$ cat config.mk
export PLATFORM = sky130hd
export DESIGN_NAME = alu_mul_seq_flat
export DESIGN_NICKNAME = d
export VERILOG_FILES = /design/src/rtl/alu_mul_seq_pkg.sv /design/src/rtl/alu_mul_seq_if.sv /design/src/rtl/alu.sv /design/src/rtl/alu_mul_seq.sv /design/src/flat_wrapper.sv
export SDC_FILE = /design/constraint.sdc
export NUM_CORES = 1
export LEC_CHECK = 0
export CAP_MARGIN = 20
export CORE_MARGIN = 1
export CORE_UTILIZATION = 60
export DETAILED_ROUTE_END_ITERATION = 8
export PLACE_DENSITY_LB_ADDON = 0.15
export SETUP_SLACK_MARGIN = 0.02
export SLEW_MARGIN = 25
export SYNTH_ARGS = -nofsm -noshare
export SYNTH_HDL_FRONTEND = slang
export SYNTH_SLANG_ARGS = --single-unit
$ cat constraint.sdc
create_clock -name clk -period 6.24 [get_ports clk]
set_input_delay 0.936 -clock clk [delete_from_list [all_inputs] [get_ports clk]]
set_output_delay 0.936 -clock clk [all_outputs]
set_load 0.005 [all_outputs]
$ cat src/rtl/alu_mul_seq_pkg.sv
`default_nettype none
// ============================================================================
//  Module      : alu_ctrl_pkg
//  Description : Shared definitions for the ALU-based sequential multiplier.
//                Provides the Hack ALU control words (zx nx zy ny f no), the
//                datapath widths and the controller state encoding.
//  Revision    : 1.0 - initial release
// ============================================================================
package alu_ctrl_pkg;

    localparam int DATA_W = 16;
    localparam int CNT_W  = 4;

    // Control word bit order: [5]=zx [4]=nx [3]=zy [2]=ny [1]=f [0]=no
    localparam logic [5:0] ALU_ADD    = 6'b000010;
    localparam logic [5:0] ALU_PASS_X = 6'b001100;
    localparam logic [5:0] ALU_ZERO   = 6'b101010;

    // Last iteration index: 16 multiplier bits processed.
    localparam logic [CNT_W-1:0] CNT_LAST = 4'd15;

    typedef enum logic [1:0] {
        IDLE = 2'd0,
        ADD  = 2'd1,
        DBL  = 2'd2,
        DONE = 2'd3
    } state_e;

endpackage
`default_nettype wire

$ cat src/rtl/alu_mul_seq_if.sv
`default_nettype none
// ============================================================================
//  Module      : alu_mul_seq_if
//  Description : Start/done coprocessor handshake for the sequential
//                multiplier.
//                master : drives start, a, b; observes status and result.
//                slave  : the multiplier side.
//                Signals: start, a[15:0], b[15:0]  -> multiplier
//                         ready, busy, done, product[15:0], zr, ng <- multiplier
//  Revision    : 1.0 - initial release
// ============================================================================
interface alu_mul_seq_if;
    import alu_ctrl_pkg::*;

    logic              start;
    logic [DATA_W-1:0] a;
    logic [DATA_W-1:0] b;
    logic              ready;
    logic              busy;
    logic              done;
    logic [DATA_W-1:0] product;
    logic              zr;
    logic              ng;

    modport master (
        output start, a, b,
        input  ready, busy, done, product, zr, ng
    );

    modport slave (
        input  start, a, b,
        output ready, busy, done, product, zr, ng
    );

endinterface
`default_nettype wire

$ cat src/rtl/alu.sv
`default_nettype none
// ============================================================================
//  Module      : alu
//  Description : Hack ALU, purely combinational.
//                x_i, y_i [15:0] : operands
//                ctrl_i   [5:0]  : {zx, nx, zy, ny, f, no}
//                out_o    [15:0] : result
//                zr_o            : out_o == 0
//                ng_o            : out_o[15]
//  Revision    : 1.0 - initial release
// ============================================================================
module alu
    import alu_ctrl_pkg::*;
(
    input  wire logic [DATA_W-1:0] x_i,
    input  wire logic [DATA_W-1:0] y_i,
    input  wire logic [5:0]        ctrl_i,
    output logic      [DATA_W-1:0] out_o,
    output logic                   zr_o,
    output logic                   ng_o
);

    logic [DATA_W-1:0] x_z;
    logic [DATA_W-1:0] x_n;
    logic [DATA_W-1:0] y_z;
    logic [DATA_W-1:0] y_n;
    logic [DATA_W-1:0] f_out;

    always_comb begin
        x_z   = ctrl_i[5] ? '0 : x_i;
        x_n   = ctrl_i[4] ? ~x_z : x_z;
        y_z   = ctrl_i[3] ? '0 : y_i;
        y_n   = ctrl_i[2] ? ~y_z : y_z;
        f_out = ctrl_i[1] ? (x_n + y_n) : (x_n & y_n);
        out_o = ctrl_i[0] ? ~f_out : f_out;
        zr_o  = (out_o == '0);
        ng_o  = out_o[DATA_W-1];
    end

endmodule
`default_nettype wire

$ cat src/rtl/alu_mul_seq.sv
`default_nettype none
// ============================================================================
//  Module      : alu_mul_seq
//  Description : Shift-and-add 16x16 -> 16 multiplier built around a single
//                Hack ALU. Every addition and every doubling of the
//                multiplicand is an ALU ADD; the final zr/ng flags come from
//                an ALU PASS_X of the accumulator.
//                clk     : system clock, rising edge
//                rst_n   : synchronous active-low reset
//                mul_if  : slave side of the start/done handshake
//                          (start, a, b in; ready, busy, done, product, zr,
//                          ng out)
//                EARLY_EXIT = 1 stops once the remaining multiplier bits are
//                zero; 0 gives a fixed 33-cycle operation.
//  Revision    : 1.0 - initial release
// ============================================================================
module alu_mul_seq
    import alu_ctrl_pkg::*;
#(
    parameter bit EARLY_EXIT = 1'b1
)(
    input  wire logic     clk,
    input  wire logic     rst_n,
    alu_mul_seq_if.slave  mul_if
);

    state_e             state_q;
    logic [DATA_W-1:0]  acc_q;
    logic [DATA_W-1:0]  mcand_q;
    logic [DATA_W-1:0]  mplier_q;
    logic [CNT_W-1:0]   cnt_q;
    logic [DATA_W-1:0]  product_q;
    logic               zr_q;
    logic               ng_q;

    logic [DATA_W-1:0]  alu_x;
    logic [DATA_W-1:0]  alu_y;
    logic [5:0]         alu_ctrl;
    logic [DATA_W-1:0]  alu_out;
    logic               alu_zr;
    logic               alu_ng;

    // Operand/control mux: the ALU's job is fixed by the current state.
    always_comb begin
        alu_x    = '0;
        alu_y    = '0;
        alu_ctrl = ALU_ZERO;
        case (state_q)
            IDLE: begin
                alu_x    = product_q;
                alu_ctrl = ALU_PASS_X;
            end
            ADD: begin
                alu_x    = acc_q;
                alu_y    = mcand_q;
                alu_ctrl = ALU_ADD;
            end
            DBL: begin
                // x + x is the left shift; the carry out of bit 15 is lost.
                alu_x    = mcand_q;
                alu_y    = mcand_q;
                alu_ctrl = ALU_ADD;
            end
            DONE: begin
                alu_x    = acc_q;
                alu_ctrl = ALU_PASS_X;
            end
            default: begin
                alu_ctrl = ALU_ZERO;
            end
        endcase
    end

    alu u_alu (
        .x_i    (alu_x),
        .y_i    (alu_y),
        .ctrl_i (alu_ctrl),
        .out_o  (alu_out),
        .zr_o   (alu_zr),
        .ng_o   (alu_ng)
    );

    always_ff @(posedge clk) begin
        if (!rst_n) begin
            state_q   <= IDLE;
            acc_q     <= '0;
            mcand_q   <= '0;
            mplier_q  <= '0;
            cnt_q     <= '0;
            product_q <= '0;
            zr_q      <= 1'b0;
            ng_q      <= 1'b0;
        end else begin
            case (state_q)
                IDLE: begin
                    if (mul_if.start) begin
                        acc_q    <= '0;
                        mcand_q  <= mul_if.a;
                        mplier_q <= mul_if.b;
                        cnt_q    <= '0;
                        state_q  <= ADD;
                    end
                end
                ADD: begin
                    if (mplier_q[0]) begin
                        acc_q <= alu_out;
                    end
                    state_q <= DBL;
                end
                DBL: begin
                    mcand_q  <= alu_out;
                    mplier_q <= mplier_q >> 1;
                    cnt_q    <= cnt_q + 4'd1;
                    // Early exit looks at the multiplier as it will be after
                    // this shift, so the last set bit is always processed.
                    if ((cnt_q == CNT_LAST) ||
                        (EARLY_EXIT && (mplier_q[DATA_W-1:1] == '0))) begin
                        state_q <= DONE;
                    end else begin
                        state_q <= ADD;
                    end
                end
                DONE: begin
                    product_q <= acc_q;
                    zr_q      <= alu_zr;
                    ng_q      <= alu_ng;
                    state_q   <= IDLE;
                end
                default: begin
                    state_q <= IDLE;
                end
            endcase
        end
    end

    assign mul_if.ready   = (state_q == IDLE);
    assign mul_if.busy    = (state_q != IDLE);
    assign mul_if.done    = (state_q == DONE);
    assign mul_if.product = product_q;
    assign mul_if.zr      = zr_q;
    assign mul_if.ng      = ng_q;

endmodule
`default_nettype wire

$ cat src/flat_wrapper.sv
// flat-port wrapper written by rule: the top's interface ports become plain ports
module alu_mul_seq_flat import alu_ctrl_pkg::*;
#(
    parameter bit EARLY_EXIT = 1'b1
)
  (clk, rst_n, mul_if_start, mul_if_a, mul_if_b, mul_if_ready, mul_if_busy, mul_if_done, mul_if_product, mul_if_zr, mul_if_ng);
  alu_mul_seq_if mul_if_i ();
  input  wire logic clk;
  input  wire logic rst_n;
  input wire logic [$bits(mul_if_i.start)-1:0] mul_if_start;
  input wire logic [$bits(mul_if_i.a)-1:0] mul_if_a;
  input wire logic [$bits(mul_if_i.b)-1:0] mul_if_b;
  output wire logic [$bits(mul_if_i.ready)-1:0] mul_if_ready;
  output wire logic [$bits(mul_if_i.busy)-1:0] mul_if_busy;
  output wire logic [$bits(mul_if_i.done)-1:0] mul_if_done;
  output wire logic [$bits(mul_if_i.product)-1:0] mul_if_product;
  output wire logic [$bits(mul_if_i.zr)-1:0] mul_if_zr;
  output wire logic [$bits(mul_if_i.ng)-1:0] mul_if_ng;
  assign mul_if_i.start = mul_if_start;
  assign mul_if_i.a = mul_if_a;
  assign mul_if_i.b = mul_if_b;
  assign mul_if_ready = mul_if_i.ready;
  assign mul_if_busy = mul_if_i.busy;
  assign mul_if_done = mul_if_i.done;
  assign mul_if_product = mul_if_i.product;
  assign mul_if_zr = mul_if_i.zr;
  assign mul_if_ng = mul_if_i.ng;
  alu_mul_seq #(.EARLY_EXIT(EARLY_EXIT)) u_core (.clk(clk), .rst_n(rst_n), .mul_if(mul_if_i));
endmodule
# [Word level (Yosys, flattened, before mapping)]
# Cells that the tools add are included.
[totals] out_inout_bits=21 in_bits=35 mem_count=0 register_bits=72 latch_bits=0 ramBits=0 wordCells=53 mem_bits_ro=0
[classes] mux=21 n_eq_ne=6 magnitude_cmp=0 div_mod_pow=0 addsub=2 n_bitwise=4 n_shift=0 n_reduce_logical=12 n_mul=0
[ops] op="$mux 16" n=11
[ops] op="$pmux 16 s2" n=3
[ops] op="$not 16->16" n=3
[ops] op="$pmux 16 s3" n=1
[ops] op="$add 16x16->16" n=1
[ops] op="$and 16x16->16" n=1
[ops] op="$logic_not 16->1" n=1
[ops] op="$logic_not 15->1" n=1
[ops] op="$pmux 6 s2" n=1
[ops] op="$pmux 2 s4" n=1
[ops] op="$pmux 4 s2" n=1
[ops] op="$reduce_bool 2->1" n=3
[ops] op="$reduce_or 2->1" n=3
[ops] op="$add 4x1->4 const B" n=1
[ops] op="$eq 2x2->1 const B" n=2
[ops] op="$eq 4x4->1 const B" n=1
[ops] op="$mux 2" n=2
[ops] op="$mux 4" n=1
[ops] op="$reduce_and 3->1" n=1
[ops] op="$eq 2x1->1 const B" n=1
[ops] op="$logic_not 2->1" n=1
[ops] op="$ne 2x1->1 const B" n=1
[ops] op="$ne 2x2->1 const B" n=1
[ops] op="$reduce_and 2->1" n=1
[ops] op="$logic_or 1x1->1" n=1

# [Depth between registers and ports, before layout]
# Gate-level depths: netlist (run 1).
[depth] ltp_word=12 mapped_depth=17 depth_no_buf=14

# [Modules after synthesis]
# From an unflattened synthesis (run 1), not the netlist that was laid out.
[unflattened] cells_unflattened=647 area_unflattened_um2=5542.8
[by_module_without_submodules] module="alu_mul_seq" cells_each=380 instances=1 area_per_inst_um2=3636.0
[by_module_without_submodules] module="alu" cells_each=267 instances=1 area_per_inst_um2=1906.8

# [Worst setup path after synthesis (run 1)]
# No wires, ideal clock.
[synth_path] path_kind="flip-flop to flip-flop" startpoint="register u_core.state_q[0]" endpoint="register u_core.zr_q (netlist: u_core.mul_if.zr)" setup_slack_ns=2.062 path_buffers=3 t_arrival_ns=4.111 path_stages_with_launch=18 cell_sequence="dfxtp_1 > clkbuf_1 > inv_1 > ha_1 > clkbuf_1 > buf_1 > a22oi_1 > o21ai_0 > ha_1 > fa_1 > a21o_1 > a2111oi_4 > o21ba_4 > o211ai_2 > nand4_1 > or3b_1 > or3_1 > o21ai_2"
[synth_via] elab_chain_len=11
[synth_lines] element="start, declared" line_no="alu_mul_seq.sv:27" text="state_e state_q;"
[synth_lines] element="start signal, assigned" line_no="alu_mul_seq.sv:85" text="state_q <= IDLE;"
[synth_lines] element="start signal, assigned" line_no="alu_mul_seq.sv:101" text="state_q <= ADD;"
[synth_lines] element="start signal, assigned" line_no="alu_mul_seq.sv:108" text="state_q <= DBL;"
[synth_lines] element="$eq 2x2->1 (tied with other cells)" line_no="alu_mul_seq.sv:48, alu_mul_seq.sv:94"
[synth_lines] element="$reduce_or 2->1 (no source line)"
[synth_lines] element="$pmux 16 s3 (tied with other cells)" line_no="alu_mul_seq.sv:48" text="case (state_q)"
[synth_lines] element="$mux 16, on equally long branches" line_no="alu.sv:30, alu.sv:32"
[synth_lines] element="$not 16->16, on equally long branches" line_no="alu.sv:31, alu.sv:33"
[synth_lines] element="$mux 16, on equally long branches" line_no="alu.sv:31, alu.sv:33"
[synth_lines] element="$add 16x16->16 / $and 16x16->16 (equally long branches)" line_no="alu.sv:34" text="f_out = ctrl_i[1] ? (x_n + y_n) : (x_n & y_n);"
[synth_lines] element="$mux 16" line_no="alu.sv:34"
[synth_lines] element="$not 16->16" line_no="alu.sv:35" text="out_o = ctrl_i[0] ? ~f_out : f_out;"
[synth_lines] element="$mux 16" line_no="alu.sv:35"
[synth_lines] element="$logic_not 16->1" line_no="alu.sv:36" text="zr_o = (out_o == '0);"
[synth_lines] element="end signal, assigned" line_no="alu_mul_seq.sv:125" text="zr_q <= alu_zr;"
[synth_lines] element="end, declared" line_no="alu_mul_seq.sv:33" text="logic zr_q;"
# Several ways; a longest one is shown, not always the timed one. The select of a mux whose other input is x is not followed.
# A chain may end at the register's enable or synchronous reset.

# [Final worst setup path (run 1)]
# Same ends and word-level chain as after synthesis.

==> results of run 1 <==
==> worst max-delay path, stage by stage, from the launching register on <==
cell and delay [ns]:
sky130_fd_sc_hd__dfxtp_1 0.72, sky130_fd_sc_hd__inv_1 0.18, sky130_fd_sc_hd__ha_1 0.72, sky130_fd_sc_hd__buf_4 0.33
sky130_fd_sc_hd__nand2b_1 0.10, sky130_fd_sc_hd__ha_1 0.23, sky130_fd_sc_hd__fa_1 0.43, sky130_fd_sc_hd__a21o_1 0.23
sky130_fd_sc_hd__a2111oi_4 0.37, sky130_fd_sc_hd__o21ba_4 0.20, sky130_fd_sc_hd__o211ai_2 0.10, sky130_fd_sc_hd__nand4_1 0.10
sky130_fd_sc_hd__or3b_1 0.40, sky130_fd_sc_hd__or3_1 0.41, sky130_fd_sc_hd__o21ai_2 0.12
==> routing by layer <==
layer | global-route usage | vias to the layer above | wire length, µm
met4 | 0.1591 | 0 | 325
met1 | 0.4327 | 1994 | 5196
met2 | 0.5147 | 179 | 5359
li1 | - | 1989 | -
met5 | 0 | - | 0
met3 | 0.07109 | 29 | 794
==> layout by cell type, fill, tap and decap left out, types with 5 or more instances in the layout <==
cell                              instances
sky130_fd_sc_hd__a222oi_1                11
sky130_fd_sc_hd__nor3_1                  10
sky130_fd_sc_hd__and2_1                  13
sky130_fd_sc_hd__clkbuf_8                 9
sky130_fd_sc_hd__inv_1                    7
sky130_fd_sc_hd__a22oi_1                 31
sky130_fd_sc_hd__nor2_1                  29
sky130_fd_sc_hd__xor2_1                   5
sky130_fd_sc_hd__clkdlybuf4s50_1         54
sky130_fd_sc_hd__nand4_1                  7
sky130_fd_sc_hd__nand3_1                  8
sky130_fd_sc_hd__nor2b_1                 39
sky130_fd_sc_hd__a21oi_1                 11
sky130_fd_sc_hd__mux2i_1                 17
sky130_fd_sc_hd__nand2b_1                18
sky130_fd_sc_hd__nand2_1                 43
sky130_fd_sc_hd__o21ai_0                 51
sky130_fd_sc_hd__ha_1                    23
sky130_fd_sc_hd__a21o_1                   6
sky130_fd_sc_hd__o22ai_1                 15
sky130_fd_sc_hd__dfxtp_1                 72
sky130_fd_sc_hd__buf_4                    7
==> sequential cells by signal (all words and copies together) (netlist names) <==
| register | flops |
|---|---|
| u_core.acc_q | 16 |
| u_core.cnt_q | 4 |
| u_core.mcand_q | 16 |
| u_core.mplier_q | 16 |
| u_core.mul_if.ng | 1 |
| u_core.mul_if.product | 16 |
| u_core.mul_if.zr | 1 |
| u_core.state_q | 2 |
==> stage by stage <==
stage	hold WS, ns	power (mW)	cell area, µm²	cells	worst slack, ns
after detailed placement	0.4689	1.068	4917	641	1.639
after CTS	0.4872	1.401	5090	657	1.590
after global routing	0.5189	1.489	5096	657	1.328
after global placement	0.4639	1.052	4917	641	1.787
final	0.4852	1.411	5096	657	1.545
after floorplan	0.4540	0.9171	4338	517	2.062
==> final cells by class <==
| class | instances | area (µm²) |
|---|---|---|
| clock buffer | 10 | 127.6 |
| clock inverter | 6 | 45.04 |
| fill | 566 | 1810 |
| inverter | 8 | 30.03 |
| multi-input combinational | 404 | 2739 |
| sequential | 72 | 1441 |
| tap | 96 | 120.1 |
| timing repair buffer | 61 | 593.1 |
==> logic make-up after synthesis <==
group	synth area share
fa+ha+maj	0.07096
xor+xnor	0.01817
buf+inv	0.03721
flops	0.3323
compound gates	0.2677
simple gates	0.2241
mux	0.04961
==> synth_stat cells (4+ instances only) <==
master | count | share of area
sky130_fd_sc_hd__a222oi_1 | 11 | 0.025
sky130_fd_sc_hd__ha_1 | 23 | 0.066
sky130_fd_sc_hd__inv_1 | 7 | 0.0061
sky130_fd_sc_hd__a31oi_1 | 4 | 0.0058
sky130_fd_sc_hd__xnor2_1 | 4 | 0.0081
sky130_fd_sc_hd__a21oi_1 | 11 | 0.013
sky130_fd_sc_hd__clkbuf_1 | 29 | 0.025
sky130_fd_sc_hd__a21o_1 | 6 | 0.010
sky130_fd_sc_hd__nor2b_1 | 39 | 0.056
sky130_fd_sc_hd__and2_1 | 13 | 0.019
sky130_fd_sc_hd__o22ai_1 | 15 | 0.022
sky130_fd_sc_hd__o21ai_0 | 51 | 0.059
sky130_fd_sc_hd__nand3_1 | 8 | 0.0092
sky130_fd_sc_hd__a22oi_1 | 31 | 0.054
sky130_fd_sc_hd__nand4_1 | 7 | 0.010
sky130_fd_sc_hd__nand2b_1 | 18 | 0.026
sky130_fd_sc_hd__a211oi_1 | 4 | 0.0069
sky130_fd_sc_hd__and3_1 | 4 | 0.0058
sky130_fd_sc_hd__mux2_2 | 4 | 0.010
sky130_fd_sc_hd__mux2i_1 | 17 | 0.039
sky130_fd_sc_hd__xor2_1 | 5 | 0.010
sky130_fd_sc_hd__dfxtp_1 | 72 | 0.33
sky130_fd_sc_hd__nor2_1 | 29 | 0.025
sky130_fd_sc_hd__nor3_1 | 10 | 0.012
sky130_fd_sc_hd__nand2_1 | 43 | 0.037
==> worst max-delay path by stage <==
stage | from | endpoint | slack, ns | depth (start not counted)
after detailed placement | u_core.state_q[0]$_SDFFE_PN0P_ | u_core.mul_if.zr$_SDFFE_PN0N_ | 1.64 | 14
after global routing | u_core.state_q[0]$_SDFFE_PN0P_ | u_core.mul_if.zr$_SDFFE_PN0N_ | 1.33 | 14
final | u_core.state_q[0]$_SDFFE_PN0P_ | u_core.mul_if.zr$_SDFFE_PN0N_ | 1.54 | 14
after CTS | u_core.state_q[0]$_SDFFE_PN0P_ | u_core.mul_if.zr$_SDFFE_PN0N_ | 1.59 | 14
after floorplan | u_core.state_q[0]$_SDFFE_PN0P_ | u_core.mul_if.zr$_SDFFE_PN0N_ | 2.06 | 17
after global placement | u_core.state_q[0]$_SDFFE_PN0P_ | u_core.mul_if.zr$_SDFFE_PN0N_ | 1.79 | 14
==> report_power, final <==
group	internal [mW]	switching (mW)	leakage, nW	total, mW
Combinational	0.213	0.333	1.19	0.546
Sequential	0.496	0.0342	0.586	0.530
Clock	0.145	0.190	0.0789	0.335
==> results.yml, run 1 <==
floorplanning:
  initial_utilization: 0.6281
  core_region_area_mm2: 0.006907
  floorplan.io_pins: 56
  dieArea_mm2: 0.007574
  die_height_um: 87.03
  die_width_um: 87.03
  placementRows: 30
timing:
  relSlewSlack: 0.3733
  fin_crit_sh: 0.7524
  hold_viol: 0
  fmaxAchievable_mhz: 213.0
  rsz0062_at_grt: "no"
  setup-tns-final_ns: 0
  tightest_slew_ns: 0.9400
  setup_viol: 0
  fin_worst_skew_ns: 0.01220
  drv_slew: 0
  min_period_ns: 4.695
detailed_routing:
  drt_first_pass_iters: 5
  final_antenna_net_count: 0
  drt-wirelength-per-cell_um: 17.77
  detail_route.iter0.violations: 408
  detail_route.drc_violations: 0
  dr_total_vias: 4191
  drt-vias-per-instance: 6.379
  drt-total-wl_mm: 11.68
yosys:
  post_synth_edffs: 0
  synthesis.nets: 576
  synth-seq-cells: 72
  dominant_synthesized_flop_cell: "sky130_fd_sc_hd__dfxtp_1"
  syn_area_per_cell_um2: 8.391
  synth.yosys.warnings: 0
  ys_types: 63
  post_synth_instance_area_mm2: 0.004338
  share_of_synthesized_area_occupied_by_flip_flops_and_latches: 0.3323
  syn_inst: 517
  ys_async_sr_fraction: 0
setup_path:
  required_ns: 6.54
  end_kind: "flop"
  arrival_ns: 4.99
  critical_path.startpoint_type: "flop"
  crit_fanout: 18
  worstSetupPathType: "flop to flop"
  rr_endpoint: "u_core.mul_if.zr$_SDFFE_PN0N_"
  startpoint_of_the_most_critical_register_to_register_path: "u_core.state_q[0]$_SDFFE_PN0P_"
  reg2reg_depth: 14
  timing.reg2reg.setup_slack_ns: 1.54
clocking:
  cts.sinks: 72
  cts_buffers: 9
  cts.root.buffer_cell: "sky130_fd_sc_hd__clkbuf_8"
  cts_resized: 0
  postCtsSetupBuffers: 0
  cts.clk_slew.worst_paths_ns: 0.08
  cts_max_path_buffers: 2
  htreeDepth: 3
  cts.hold.buffers_added: 0
  tritoncts: "yes"
  clk-insertion-delay-late_ns: 0.37
power:
  cellPowerDensity_mw_per_mm2: 276.8
  p_leak_nw: 1.852
  irDropWorstVdd_mv: 0.1671
worst_hold_path:
  worstHoldPathCells: 1
  worst_hold_path.endpoint: "u_core.mul_if.ng$_SDFFE_PN0N_"
  path_category_of_the_worst_min_delay_check: "flop to flop"
  hold_start: "u_core.mul_if.ng$_SDFFE_PN0N_"
cells_and_area:
  layout.core_utilization: 0.7379
  post_route_cells_drive_above_1_share: 0.06952
  antenna_cells_inserted: 0
  area_growth_pct: 17.48
  finish.net_count: 615
placed_design:
  detailed_place_hpwl_mm: 7.941
  placement.io_buffers: 55
  globalplace.congestion: 0.9817
global_route:
  grt_pass1_wl_mm: 19.29
  globalRoute.totalOverflow: 0
  grt_max_degree: 73
  grt_antenna_before_repair: 0
  groute.usage.overall: 0.3299
  number_of_global_route_vias_before_repair: 3929
run_status:
  status: "finished clean"
flow_run:
  maxCapViolations: 0
(Power assumes the default switching activity.)
==> inputs of run 2 (changes only) <==
Settings changed: CORE_UTILIZATION 60 to 56.
Clock period 6.24 ns to 4.7 ns, I/O delays scaled along.
==> run 2 against run 1 <==
Clock power is 45% higher; largest power group unchanged; worst hold slack better by 0.0091 ns; die area is 7.0% higher; register-to-register slack worse by 0.90 ns; non-clock buffer count is 3 higher; combinational power is 33% higher; critical endpoint unchanged.
==> results.yml, run 2 (synthesized netlist as in run 1, its figures left out) <==
run_status:
  status: "finished clean"
floorplanning:
  placementRows: 31
  floorplan.io_pins: 56
  die_height_um: 90.01
  die_width_um: 90.01
  core_region_area_mm2: 0.007370
  dieArea_mm2: 0.008102
  initial_utilization: 0.5886
setup_path:
  crit_fanout: 21
  critical_path.startpoint_type: "flop"
  worst_path_largest_cell_delay_ns: 0.61
  required_ns: 5.00
  slowest_cell_on_the_critical_path: "sky130_fd_sc_hd__ha_1"
  worstSetupPathType: "flop to flop"
  end_kind: "flop"
  timing.critical_path.mode_cell: "sky130_fd_sc_hd__ha_1"
  arrival_ns: 4.35
  cp_cell_sequence: "inv_1 > ha_1 > o21ai_0 > ha_1 > fa_1 > a21o_1 > a2111oi_4 > o21ba_4 > o211ai_2 > nand4_1 > or3b_1 > or3_1 > o21ai_2"
cells_and_area:
  area_of_all_placed_cells_without_fillers_mm2: 0.005129
  area_growth_pct: 18.23
  most-common-layout-cells: "sky130_fd_sc_hd__dfxtp_1, sky130_fd_sc_hd__clkdlybuf4s50_1, sky130_fd_sc_hd__o21ai_0"
  layout.filler_cells: 628
  layout.core_utilization: 0.6959
  finish.net_count: 618
  final_common_cell: "sky130_fd_sc_hd__dfxtp_1"
  post_route_cells_drive_above_1_share: 0.07282
  antenna_cells_inserted: 0
clocking:
  tritoncts: "yes"
  cts.root.buffer_cell: "sky130_fd_sc_hd__clkbuf_8"
  clk-insertion-delay-late_ns: 0.36
  postCtsSetupBuffers: 0
  cts_max_path_buffers: 2
  htreeDepth: 3
  cts_buffers: 9
  cts.hold.buffers_added: 0
  cts.clk_slew.worst_paths_ns: 0.08
  cts_resized: 0
  cts.sinks: 72
detailed_routing:
  dr_total_vias: 4079
  drt-total-wl_mm: 11.52
  drt-vias-per-instance: 6.162
  max_used_layer: "met4"
  routed_metal_1_wire_length_mm: 5.131
  detail_route.drc_violations: 0
  drt_first_pass_iters: 6
  wl_met3_um: 831
  met2_length_mm: 5.396
  drt-wirelength-per-cell_um: 17.40
  final_antenna_net_count: 0
  detail_route.iter0.violations: 401
global_route:
  grt_antenna_before_repair: 0
  globalRoute.totalOverflow: 0
  grt_max_degree: 73
  number_of_global_route_vias_before_repair: 3981
  groute.usage.overall: 0.2936
  grt_pass1_wl_mm: 19.40
timing:
  fin_crit_sh: 0.8623
  drv_slew: 0
  fin_worst_skew_ns: 0.009473
  setup-tns-final_ns: 0
  setup_viol: 0
  relSlewSlack: 0.3348
  min_period_ns: 4.053
  hold_viol: 0
  fmaxAchievable_mhz: 246.7
  rsz0062_at_grt: "no"
  tightest_slew_ns: 0.9979
worst_hold_path:
  path_category_of_the_worst_min_delay_check: "flop to flop"
placed_design:
  detailed_place_hpwl_mm: 7.958
  placement.io_buffers: 55
  placed_area_mm2: 0.004943
  globalplace.congestion: 0.8644
power:
  p_leak_nw: 1.881
  cellPowerDensity_mw_per_mm2: 372.3
  irDropWorstVdd_mv: 0.2416
flow_run:
  maxCapViolations: 0
## run 2: power breakdown
group | leakage [nW] | switching (mW) | internal, mW
registers | 0.586 | 0.0392 | 0.658
logic | 1.20 | 0.440 | 0.286
clock network | 0.0948 | 0.246 | 0.240
total | 1.88 | 0.725 | 1.18
## run 2: worst max-delay path: cells and delay by family (launching register included)
kind                       cells  cell delay, ns
DFF                            1            0.34
adders and majority gates      3            1.32
AOI/OAI and AO/OA              6            1.28
and+or+nand+nor                3            0.90
buffers and inverters          1            0.14
## run 2: metrics by stage
stage / setup slack, ns / hold WS [ns] / cells / power, mW
after floorplan: 0.5218 / 0.4540 / 517 / 1.218
after global placement: 0.8232 / 0.4631 / 647 / 1.408
after detailed placement: 0.7083 / 0.4826 / 647 / 1.423
after CTS: 0.6704 / 0.4940 / 662 / 1.904
after global routing: 0.3970 / 0.5079 / 662 / 2.019
final: 0.6470 / 0.4943 / 662 / 1.909
## run 2: worst paths after layout
path | start | endpoint | slack [ns] | depth (start not counted)
worst max-delay path | u_core.state_q[1]$_SDFFE_PN0P_ | u_core.mul_if.zr$_SDFFE_PN0N_ | 0.65 | 13
worst min-delay path | u_core.mul_if.zr$_SDFFE_PN0N_ | u_core.mul_if.zr$_SDFFE_PN0N_ | 0.49 | 2
worst max register to register | u_core.state_q[1]$_SDFFE_PN0P_ | u_core.mul_if.zr$_SDFFE_PN0N_ | 0.65 | 13
worst min register to register | u_core.mul_if.zr$_SDFFE_PN0N_ | u_core.mul_if.zr$_SDFFE_PN0N_ | 0.49 | 2
## run 2: routing by layer
metal / vias to the layer above / GRT usage
met2: 141 / 0.4828
met1: 1925 / 0.3911
met5: - / 0
met4: 0 / 0.08468
li1: 1996 / -
met3: 17 / 0.05584
## run 2: cell type report
class,instances,area [µm²],share of cell area
repair buffers,64,613.1,0.1195
well taps,99,123.9,0.02415
inverters,8,30.03,0.005855
flip-flops and latches,72,1441,0.2810
clock inverters,6,61.31,0.01195
clock buffers,9,123.9,0.02415
multi-input cells,404,2735,0.5333
